File: src/rtl/serial_adder_seq.sv
// Bit-serial adder: one full-adder cell plus a carry flop add two WIDTH-bit
// operands LSB first, with valid/ready handshakes on both operands and result.
module serial_adder_seq #(
    parameter int WIDTH = 8
) (
    input  logic             clk,
    input  logic             rst_n,
    input  logic             in_valid,
    output logic             in_ready,
    input  logic [WIDTH-1:0] a,
    input  logic [WIDTH-1:0] b,
    input  logic             cin,
    output logic             out_valid,
    input  logic             out_ready,
    output logic [WIDTH-1:0] sum,
    output logic             cout
);

    localparam int CW = (WIDTH > 1) ? $clog2(WIDTH) : 1;

    localparam logic [1:0] S_IDLE = 2'd0;
    localparam logic [1:0] S_RUN  = 2'd1;
    localparam logic [1:0] S_DONE = 2'd2;

    localparam logic [CW-1:0] CNT_LAST = CW'(WIDTH - 1);
    localparam logic [CW-1:0] CNT_ONE  = CW'(1);
    localparam logic [CW-1:0] CNT_ZERO = CW'(0);

    logic [1:0]       state_q,    state_d;
    logic [WIDTH-1:0] shreg_a_q,  shreg_a_d;
    logic [WIDTH-1:0] shreg_b_q,  shreg_b_d;
    logic [WIDTH-1:0] sum_sh_q,   sum_sh_d;
    logic [WIDTH-1:0] sum_q,      sum_d;
    logic             carry_q,    carry_d;
    logic             cout_q,     cout_d;
    logic [CW-1:0]    count_q,    count_d;
    logic             fa_sum;
    logic             fa_carry;

    // Full-adder cell on the current LSBs, next-state logic for the FSM and datapath
    always_comb begin
        fa_sum    = shreg_a_q[0] ^ shreg_b_q[0] ^ carry_q;
        fa_carry  = (shreg_a_q[0] & shreg_b_q[0]) | (carry_q & (shreg_a_q[0] ^ shreg_b_q[0]));
        state_d   = state_q;
        shreg_a_d = shreg_a_q;
        shreg_b_d = shreg_b_q;
        sum_sh_d  = sum_sh_q;
        sum_d     = sum_q;
        carry_d   = carry_q;
        cout_d    = cout_q;
        count_d   = count_q;

        case (state_q)
            S_IDLE: begin
                if (in_valid) begin
                    shreg_a_d = a;
                    shreg_b_d = b;
                    carry_d   = cin;
                    count_d   = CNT_ZERO;
                    state_d   = S_RUN;
                end else begin
                    state_d   = S_IDLE;
                end
            end
            S_RUN: begin
                carry_d   = fa_carry;
                shreg_a_d = {1'b0, shreg_a_q[WIDTH-1:1]};
                shreg_b_d = {1'b0, shreg_b_q[WIDTH-1:1]};
                sum_sh_d  = {fa_sum, sum_sh_q[WIDTH-1:1]};
                // Counter parks at zero instead of wrapping so it stays within WIDTH-1
                if (count_q == CNT_LAST) begin
                    sum_d   = {fa_sum, sum_sh_q[WIDTH-1:1]};
                    cout_d  = fa_carry;
                    count_d = CNT_ZERO;
                    state_d = S_DONE;
                end else begin
                    count_d = count_q + CNT_ONE;
                end
            end
            S_DONE: begin
                if (out_ready) begin
                    state_d = S_IDLE;
                end else begin
                    state_d = S_DONE;
                end
            end
            default: begin
                state_d = S_IDLE;
            end
        endcase
    end

    // State and datapath registers
    always_ff @(posedge clk or negedge rst_n) begin
        if (!rst_n) begin
            state_q   <= S_IDLE;
            shreg_a_q <= {WIDTH{1'b0}};
            shreg_b_q <= {WIDTH{1'b0}};
            sum_sh_q  <= {WIDTH{1'b0}};
            sum_q     <= {WIDTH{1'b0}};
            carry_q   <= 1'b0;
            cout_q    <= 1'b0;
            count_q   <= CNT_ZERO;
        end else begin
            state_q   <= state_d;
            shreg_a_q <= shreg_a_d;
            shreg_b_q <= shreg_b_d;
            sum_sh_q  <= sum_sh_d;
            sum_q     <= sum_d;
            carry_q   <= carry_d;
            cout_q    <= cout_d;
            count_q   <= count_d;
        end
    end

    assign in_ready  = (state_q == S_IDLE);
    assign out_valid = (state_q == S_DONE);
    assign sum       = sum_q;
    assign cout      = cout_q;

endmodule
File: config.mk
export PLATFORM = sky130hd
export DESIGN_NAME = serial_adder_seq
export DESIGN_NICKNAME = d
export VERILOG_FILES = /design/src/rtl/serial_adder_seq.sv
export SDC_FILE = /design/constraint.sdc
export NUM_CORES = 1
export LEC_CHECK = 0
export ABC_AREA = 0
export CORE_MARGIN = 2
export CORE_UTILIZATION = 35
export DETAILED_ROUTE_END_ITERATION = 10
export PLACE_DENSITY = 0.64
export SLEW_MARGIN = 20
export SYNTH_ARGS = -nofsm -noshare
export SYNTH_HDL_FRONTEND = slang
export SYNTH_SLANG_ARGS = --single-unit
export TNS_END_PERCENT = 10
File: constraint.sdc
create_clock -name clk -period 1.6 [get_ports clk]
set_input_delay 0.32 -clock clk [delete_from_list [all_inputs] [get_ports clk]]
set_output_delay 0.32 -clock clk [all_outputs]
set_load 0.02 [all_outputs]
# Word-level counts from Yosys, hierarchy flattened
# Index checks and enable logic that the tools add are counted.
# totals
regBits	39
latchBits	0
ram_bits	0
romBits	0
inputBits	21
memories	0
# op_classes
add_sub_neg	1
multipliers	0
div	0
n_lt_le_gt_ge	0
eq_ne	5
shifts	0
n_mux	13
bitwise	5
n_reduce_logical	4
# ops
op	count
$pmux 8 s2	2
$mux 8	2
$mux 3	2
$pmux 2 s3	1
$pmux 3 s2	1
$mux 2	2
$ne 2x2->1 const B	2
$reduce_and 2->1	2
$add 3x1->3 const B	1
$eq 3x3->1 const B	1
$and 1x1->1	2
$eq 2x1->1 const B	1
$eq 2x2->1 const B	1
$logic_not 2->1	1
$mux 1	2
$pmux 1 s2	1
$reduce_bool 2->1	1
$xor 1x1->1	2
$or 1x1->1	1

# Longest topological paths before layout
# Gate-level depths: netlist of the first run.
# logic_depth
ltp_word	4
ltp_mapped	5

# Worst setup path after synthesis of the first run
# OpenSTA, ideal clock, no wires.
# synth_timing
path_kind	register -> register
from	register count_q[0]
to	register cout_q (netlist: cout)
setup_time_ns	0.125
arrival_ns	1.350
required_time_ns	1.475
slack_ns	0.125
path_stages_with_launch	6
n_path_buf	1
path_cell_list	dfrtp_1 -> ha_1 -> ha_1 -> nand3b_1 -> buf_2 -> mux2_2
# synth_via
elab_chain_cells	2
# synth_rtl
item	line	rtl
start, declared	36	logic [CW-1:0] count_q, count_d;
start signal, assigned	112	count_q <= count_d;
$eq 3x3->1	71	if (count_q == CNT_LAST) begin
$reduce_and 2->1 (no line)	n/a	
end signal, assigned	111	cout_q <= cout_d;
end, declared	35	logic cout_q, cout_d;
# No other way between the ends.
# A chain may end at the register's enable or synchronous reset.

# Worst setup path in the final report of the first run
# layout_timing
from	register cout_q (netlist: cout)
to	output cout
# layout_rtl
item	line	rtl
end, declared	16	output logic cout
# No word-level cell between the ends.

==> reports/results.ini, run 1 <==
[run_status]
status = completed

[logic_synthesis]
synth_common_cells = dfrtp_1 (38), mux2_2 (16), o221a_2 (15), or4b_1 (15), buf_2 (7)
yosys_warnings = 0
synth-edff-count = 0
synth_top_cell_by_area = dfrtp_1
yosys-top-cells-area = dfrtp_1 (55%), mux2_2 (10%), o221a_2 (9.7%)
ys_seq_area_frac = 0.549
synth_top_area_frac = 0.549
synth-xor-area-share = 0
syn_inst = 121
synth_compound_area_frac = 0.134
yosys.area_share.simple = 0.132
syn_nets = 145
synth_mux_area_frac = 0.110
synthesis.area_um2 = 1730
synthDistinctLibCells = 24
async_flop_share = 1.00
synth_ff_type = dfrtp_1
yosys.area_share.adder = 0.0260
synth_most_common_cell = dfrtp_1
avgSynthCellArea_um2 = 14.3
synth_top_family_by_area = compound AO/OA/AOI/OAI gates
ys_ff_latch = 38

[floorplan]
die_w_um = 74.4
core_area_um2 = 4750
die-height_um = 74.4
num_rows = 25
ios = 32
die_area_um2 = 5530
start_util = 0.364

[critical_path]
critPathMaxStageDelay_ns = 0.60
criticalPathCategory = reg -> out
critPathBufInv = 1
critPathCaptureType = primary output
crit_slowest_cell = clkdlybuf4s50_1
start_kind = flip-flop
reg2reg_setup_slack_ns = 0.08
cp.arrival_ns = 1.23
path_delay_family = buffers and inverters
crit_fanout = 2
critPathRequiredTime_ns = 1.28
crit_chain = clkdlybuf4s50_1

[power_and_ir_drop]
power.leakage_nw = 1.02
p_clk_frac = 0.194
ir_drop_v = 0.000759
p_sw_w = 0.00130
p_sw_frac = 0.308
powerDensity_nw_per_um2 = 1840
totalPowerFinal_w = 0.00421
power_frac_seq = 0.404
combPwrFrac = 0.403
intPower_w = 0.00291

[clock_tree]
cts_tree = yes
clk_pin_slew_ns = 0.07
cts_root_buf = clkbuf_8
h-tree-depth = 2
cts_buffer_depth = 2
numCtsBuffers = 5
cts_sinks = 38
clk_latency_ns = 0.29

[drt]
wl_met1_mm = 1.37
drt_iter0_markers = 40
wl_met3_um = 176
routedWlPerCell_um = 14.0
routed-wl-met2_mm = 1.54
drc = 0
totalWireLength_mm = 3.13
vias_per_cell = 5.14
vias = 1146
dr.pass1.iters = 4
ant_nets = 0
top_layer = met4

[timing]
period_share = 0.968
setup_viol = 0
fin_skew_ns = 0.00519
post-route-min-period_ns = 1.55
rsz0062_at_grt = no
hold_viol_final = 0
worstMarginPinSlew_ns = 0.327
drv_slew = 0
slew_headroom = 0.782
fmax_mhz = 646

[finish]
nNetsFinal = 180
finalInstanceArea_um2 = 2290
n_fill_cell = 435
diodes = 0
area_growth_syn_to_layout_pct = 31.9
layout-drive-gt1-share = 0.314
multiInputGateArea_um2 = 699
regArea_um2 = 951

[placement]
globalplace.congestion = 0.753
io_buffers = 31
placed_area_um2 = 2150
hpwlAfterDp_mm = 2.26

[flow_run]
maxCapViolations = 0

[global_routing]
antenna_found_initial = 0
grt_overflow = 0
grt_pass1_wl_mm = 5.32
grt_max_degree = 39
grt_pass1_vias = 1189
track_usage = 0.130

[min_path]
hold_path_class = in -> async

[final cells by class]
cell class / count / share of cell area
multi-input combinational: 69 / 0.306
tap: 67 / 0.0367
timing repair buffer: 40 / 0.189
clock buffer: 6 / 0.0361
sequential: 38 / 0.416
clock inverter: 1 / 0.0131
inverter: 2 / 0.00328
[power groups by stage]
stage,clock [W],combinational [W],sequential [W]
after detailed placement,0,0.00174,0.00172
final,0.000814,0.00169,0.00170
after global placement,0,0.00168,0.00170
after global routing,0.000884,0.00188,0.00176
after floorplan,0,0.00113,0.00177
after CTS,0.000838,0.00173,0.00171
[worst paths after layout]
check / depth (start not counted) / from / endpoint
max in group asynchronous: 2 / rst_n / count_q[0]
hold / removal: 2 / rst_n / sum[7]
min in group clk: 1 / sum[3] / sum[3]
hold reg to reg: 1 / sum[3] / sum[3]
setup / recovery: 1 / cout / cout
setup reg to reg: 5 / count_q[0] / sum[1]
[placed cells by master, fill, tap and decap left out, types with 2 or more instances in the layout]
| cell | count |
|---|---|
| dfrtp_1 | 38 |
| clkdlybuf4s50_1 | 22 |
| mux2_2 | 16 |
| or4b_1 | 15 |
| o221a_2 | 15 |
| dlymetal6s2s_1 | 7 |
| clkbuf_8 | 6 |
| buf_4 | 6 |
| nand2b_1 | 4 |
| nor3b_1 | 3 |
| buf_12 | 3 |
| inv_1 | 2 |
| nor4bb_1 | 2 |
| a211o_1 | 2 |
[flip-flops by register name, summed over array words and instances, names as in the netlist]
register   flops
count_q        3
carry_q        1
sum            8
state_q        2
shreg_a_q      8
sum_sh_q       7
cout           1
shreg_b_q      8
[kinds of logic after synthesis]
| group | Yosys count |
|---|---|
| compound gates | 23 |
| fa+ha+maj | 3 |
| buf+inv | 14 |
| flops | 38 |
| mux | 17 |
| simple gates | 26 |
[routing by layer]
metal	up-vias	GRT usage
li1	541	-
met1	572	0.154
met2	28	0.216
met3	5	0.0528
met4	0	0.0417
met5	-	0
[through the flow]
| stage | hold WS (ns) | setup WS (ns) | instances | util | TNS [ns] |
|---|---|---|---|---|---|
| 6_report | 0.413 | 0.0517 | 223 | 0.481 | 0 |
| 5_1_grt | 0.439 | 0.00197 | 223 | 0.481 | 0 |
| 2_1_floorplan | 0.0244 | 0.125 | 121 | - | 0 |
| 3_3_place_gp | 0.481 | -0.0854 | 216 | 0.453 | -0.998 |
| 3_5_place_dp | 0.489 | -0.0999 | 216 | 0.453 | -1.22 |
| 4_1_cts | 0.418 | 0.0326 | 223 | 0.476 | 0 |
[timing repair]
item,in CTS,in global routing
gates cloned,0,0
hold buffers,0,0
buffers inserted,0,0
endpoints found under the setup margin,2,11
resized for setup,2,9
hold endpoints to repair,0,0
(Power assumes the default switching activity.)
==> inputs of run 2 (changes only) <==
Settings changed: SETUP_SLACK_MARGIN set to 0.5, TNS_END_PERCENT 10 to unset.
==> run 2 against run 1 <==
Sequential power rose by 5%; design area rose by 15%; core utilization increased by 7.3 points; global-route usage increased by 2.6 points; largest cell class unchanged; largest power group is now combinational cells.
==> reports/results.ini, run 2 (synthesis gave the netlist of run 1 again) <==
[clock_tree]
h-tree-depth = 2
cts_root_buf = clkbuf_8
numCtsBuffers = 5
cts_tree = yes
clk_latency_ns = 0.29
clk_pin_slew_ns = 0.08
cts_buffer_depth = 2
cts_sinks = 38

[timing]
slew_headroom = 0.712
hold_viol_final = 0
setup_viol = 0
rsz0062_at_grt = yes
period_share = 0.935
fmax_mhz = 668
drv_slew = 0
setup_slack_ns = 0.104
worstMarginPinSlew_ns = 0.432
post-route-min-period_ns = 1.50
fin_skew_ns = 0.00669

[global_routing]
grtUsageMet2 = 0.246
grt.busiest_layer = met2
grt_pass1_wl_mm = 6.42
antenna_found_initial = 0
grt_overflow = 0
grt_max_degree = 29
grt_pass1_vias = 1309
grt_use_met3 = 0.0325
track_usage = 0.156
use_met1 = 0.207

[critical_path]
criticalPathCategory = reg -> out
critPathRequiredTime_ns = 1.28
crit_chain = buf_4 > nand2b_4 > inv_4 > buf_6
crit_fanout = 5
start_kind = flip-flop
critPathCaptureType = primary output
critPathMaxStageDelay_ns = 0.49
cp.arrival_ns = 1.18
crit_slowest_cell = dfrtp_2

[drt]
dr.pass1.iters = 4
routedWlPerCell_um = 17.1
drc = 0
ant_nets = 0
drt_iter0_markers = 41
vias = 1242
vias_per_cell = 5.22
totalWireLength_mm = 4.06

[finish]
layout_commonest_cell = dfrtp_1
final_cell_mix = dfrtp_1 (36), clkdlybuf4s50_1 (18), mux2_2 (13), buf_6 (13), o221a_2 (12)
nNetsFinal = 194
area_growth_syn_to_layout_pct = 51.9
diodes = 0
layout-drive-gt1-share = 0.556

[run_status]
status = completed

[placement]
dp_slack_ns = -0.0833
hpwlAfterDp_mm = 2.24
io_buffers = 31
globalplace.congestion = 0.712

[power_and_ir_drop]
totalPowerFinal_w = 0.00485
ir_drop_v = 0.000596
powerDensity_nw_per_um2 = 1840
power.leakage_nw = 1.11

[floorplan]
start_util = 0.364
die-height_um = 74.4
die_w_um = 74.4
core_area_um2 = 4750
die_area_um2 = 5530
ios = 32
num_rows = 25

[flow_run]
maxCapViolations = 0

[min_path]
hold_path_class = in -> async

## run 2: cell type report
class | count | area (um^2)
Fill cell | 383 | 2120
Sequential cell | 38 | 953
Multi-Input combinational cell | 72 | 907
Timing Repair Buffer | 51 | 583
Tap cell | 67 | 83.8
Clock buffer | 6 | 82.6
Clock inverter | 2 | 12.5
Inverter | 2 | 10.0
## run 2: per-stage QoR
step | utilization | instance area (um^2) | cells | hold WS (ns) | TNS (ns)
floorplan | - | 1810 | 121 | 0.0244 | 0
global route | 0.554 | 2630 | 238 | 0.528 | 0
detailed placement | 0.456 | 2170 | 213 | 0.283 | -0.797
CTS | 0.515 | 2450 | 230 | 0.499 | 0
global placement | 0.456 | 2170 | 213 | 0.272 | -0.555
finish | 0.554 | 2630 | 238 | 0.487 | 0
## run 2: final timing paths
check / slack [ns] / end / from / cells past startpoint
max: 0.10 / out_valid / state_q[1] / 4
min: 0.49 / sum_sh_q[4] / rst_n / 2
max reg2reg: 0.11 / sum[6] / count_q[0] / 5
min reg2reg: 0.51 / sum[0] / sum_sh_q[1] / 1
max in group asynchronous: 0.65 / shreg_b_q[3] / rst_n / 3
min in group clk: 0.51 / sum[0] / sum_sh_q[1] / 1
## run 2: metal layers
layer | up-vias | wire, um
li1 | 574 | -
met1 | 625 | 1840
met2 | 36 | 1980
met3 | 7 | 175
met4 | 0 | 70
met5 | - | 0
## run 2: critical path: cells and delay by family (launching register included)
family	cells	cell delay [ns]
and+or+nand+nor	1	0.07
buffers and inverters	3	0.32
DFF	1	0.49
## run 2: timing repair
action,in CTS,in global routing
pin swaps,4,12
hold endpoints to repair,17,0
gates resized for setup,85,16
cloned,4,2
endpoints found under the setup margin,49,49
setup buffers,4,6
hold buffers,1,0
## run 2: power breakdown
group | internal, W | total, W | leakage, nW | switching [W]
combinational | 0.00145 | 0.00237 | 0.615 | 0.000915
clock | 0.000346 | 0.000694 | 0.0472 | 0.000347
sequential | 0.00143 | 0.00179 | 0.447 | 0.000363
total | 0.00323 | 0.00485 | 1.11 | 0.00163
==> inputs of run 3 (changes only) <==
Settings changed: CAP_MARGIN set to 25, CORE_ASPECT_RATIO set to 1.4, CORE_MARGIN 2 to unset.
==> run 3 against run 2 <==
Register-to-register slack is essentially flat; via count increased by 0.56%; sequential power about the same; worst hold slack lost 0.087 ns; largest cell class unchanged; power is 1.4% higher; largest power group unchanged; worst setup slack better by 0.016 ns; maximum frequency up 1.1%; die area fell by 5.2%; critical path depth grew 1; critical endpoint is now sum[2].
==> reports/results.ini, run 3 (synthesis gave the netlist of run 1 again) <==
[timing]
drv_slew = 0
rsz0062_at_grt = yes
hold_ws_ns = 0.400
post-route-min-period_ns = 1.48
slew_headroom = 0.842
fmax_mhz = 676
hold_viol_final = 0
period_share = 0.925
fin_skew_ns = 0.00614
tns_ns = 0
setup_viol = 0
setup_slack_ns = 0.120
worstMarginPinSlew_ns = 0.236

[drt]
dr.pass1.iters = 4
ant_nets = 0
vias = 1249
drc = 0
vias_per_cell = 5.23
drt_iter0_markers = 64
routedWlPerCell_um = 16.0
totalWireLength_mm = 3.82

[floorplan]
num_rows = 29
die-height_um = 85.3
die_w_um = 61.5
start_util = 0.373
core_area_um2 = 4640
ios = 32
die_area_um2 = 5240

[power_and_ir_drop]
intPower_w = 0.00333
p_sw_w = 0.00159
p_clk_frac = 0.123
powerDensity_nw_per_um2 = 1870
power.leakage_nw = 1.13
ir_drop_v = 0.000716
p_sw_frac = 0.323
combPwrFrac = 0.517
power_frac_seq = 0.360

[run_status]
status = completed

[clock_tree]
hold_buffers = 0
cts_root_buf = clkbuf_8
clk_pin_slew_ns = 0.07
clk_latency_ns = 0.28
cts_sinks = 38
cts_buffer_depth = 2
numCtsBuffers = 5
cts_tree = yes
h-tree-depth = 2

[finish]
nNetsFinal = 201
layout-drive-gt1-share = 0.531
area_growth_syn_to_layout_pct = 52.0
finalInstanceArea_um2 = 2630
stdcell_count = 239
diodes = 0
layout_commonest_cell = dfrtp_1
final_cell_mix = dfrtp_1 (37), buf_6 (20), clkdlybuf4s50_1 (19)

[critical_path]
cp.arrival_ns = 1.64
crit_fanout = 10
critPathCaptureType = flip-flop
critPathRequiredTime_ns = 1.76
start_kind = flip-flop
criticalPathCategory = reg -> reg

[placement]
placed_area_um2 = 2180
hpwlAfterDp_mm = 2.32
globalplace.congestion = 0.746
dp_slack_ns = -0.0586
io_buffers = 31
dp.cells = 210

[min_path]
hold_path_class = in -> async

[global_routing]
grt_max_degree = 39
antenna_found_initial = 0
grt_pass1_vias = 1257
grt_pass1_wl_mm = 6.20
grt_overflow = 0
track_usage = 0.161

[flow_run]
maxCapViolations = 0

==> run 3: changes by cell type in the layout (fill, tap and decap cells not counted), sizes merged <==
cell           previous run  this run
dlygate4sd3               1         0
o21ba                     2         1
clkdlybuf4s50            18        19
clkinv                    1         0
nand2b                    6         5
buf                      29        38
clkbuf                    8         9
clkinvlp                  1         0
==> run 3: final timing paths <==
| check | start | end | slack [ns] | depth (start not counted) |
|---|---|---|---|---|
| setup / recovery | count_q[0] | sum[2] | 0.12 | 5 |
| hold / removal | rst_n | sum[1] | 0.40 | 2 |
| setup reg to reg | count_q[0] | sum[2] | 0.12 | 5 |
| hold reg to reg | sum_sh_q[1] | sum[0] | 0.52 | 1 |
| max in group asynchronous | rst_n | state_q[1] | 0.99 | 2 |
| min in group clk | sum_sh_q[1] | sum[0] | 0.52 | 1 |
==> run 3: timing repair <==
item | in CTS | in global routing
cloned | 2 | 1
resized for setup | 86 | 18
endpoints found under the setup margin | 48 | 49
pin swaps | 9 | 4
setup buffers | 12 | 7
==> run 3: power by group through the flow <==
stage / Sequential [W] / Combinational, W / Clock (W)
6_report: 0.00177 / 0.00255 / 0.000603
5_1_grt: 0.00183 / 0.00274 / 0.000668
4_1_cts: 0.00176 / 0.00224 / 0.000612
3_5_place_dp: 0.00175 / 0.00183 / 0
3_3_place_gp: 0.00172 / 0.00176 / 0
2_1_floorplan: 0.00178 / 0.00129 / 0
==> run 3: critical path: stages (launching register included) <==
cell and delay [ns]:
dfrtp_1 0.40, ha_2 0.19, ha_4 0.16, nand3b_1 0.12
buf_12 0.15, mux2_2 0.34
==> run 3: final cells by class <==
class                   instances  area (um^2)
clock buffers                   7         76.3
well taps                      62         77.6
multi-input cells              70          856
inverters                       2         10.0
fillers                       415         2010
flip-flops and latches         38          952
repair buffers                 60          662
==> run 3: through the flow <==
stage / total power [W] / util
floorplan: 0.00307 / -
global placement: 0.00348 / 0.469
detailed placement: 0.00358 / 0.469
CTS: 0.00462 / 0.537
global route: 0.00524 / 0.567
finish: 0.00492 / 0.567
==> run 3: per-layer routing <==
layer / vias up / track usage / wire length (um)
met5: - / 0 / 0
met1: 624 / 0.188 / 1520
met2: 34 / 0.270 / 2070
li1: 585 / - / -
met4: 0 / 0.0485 / 49
met3: 6 / 0.0564 / 189
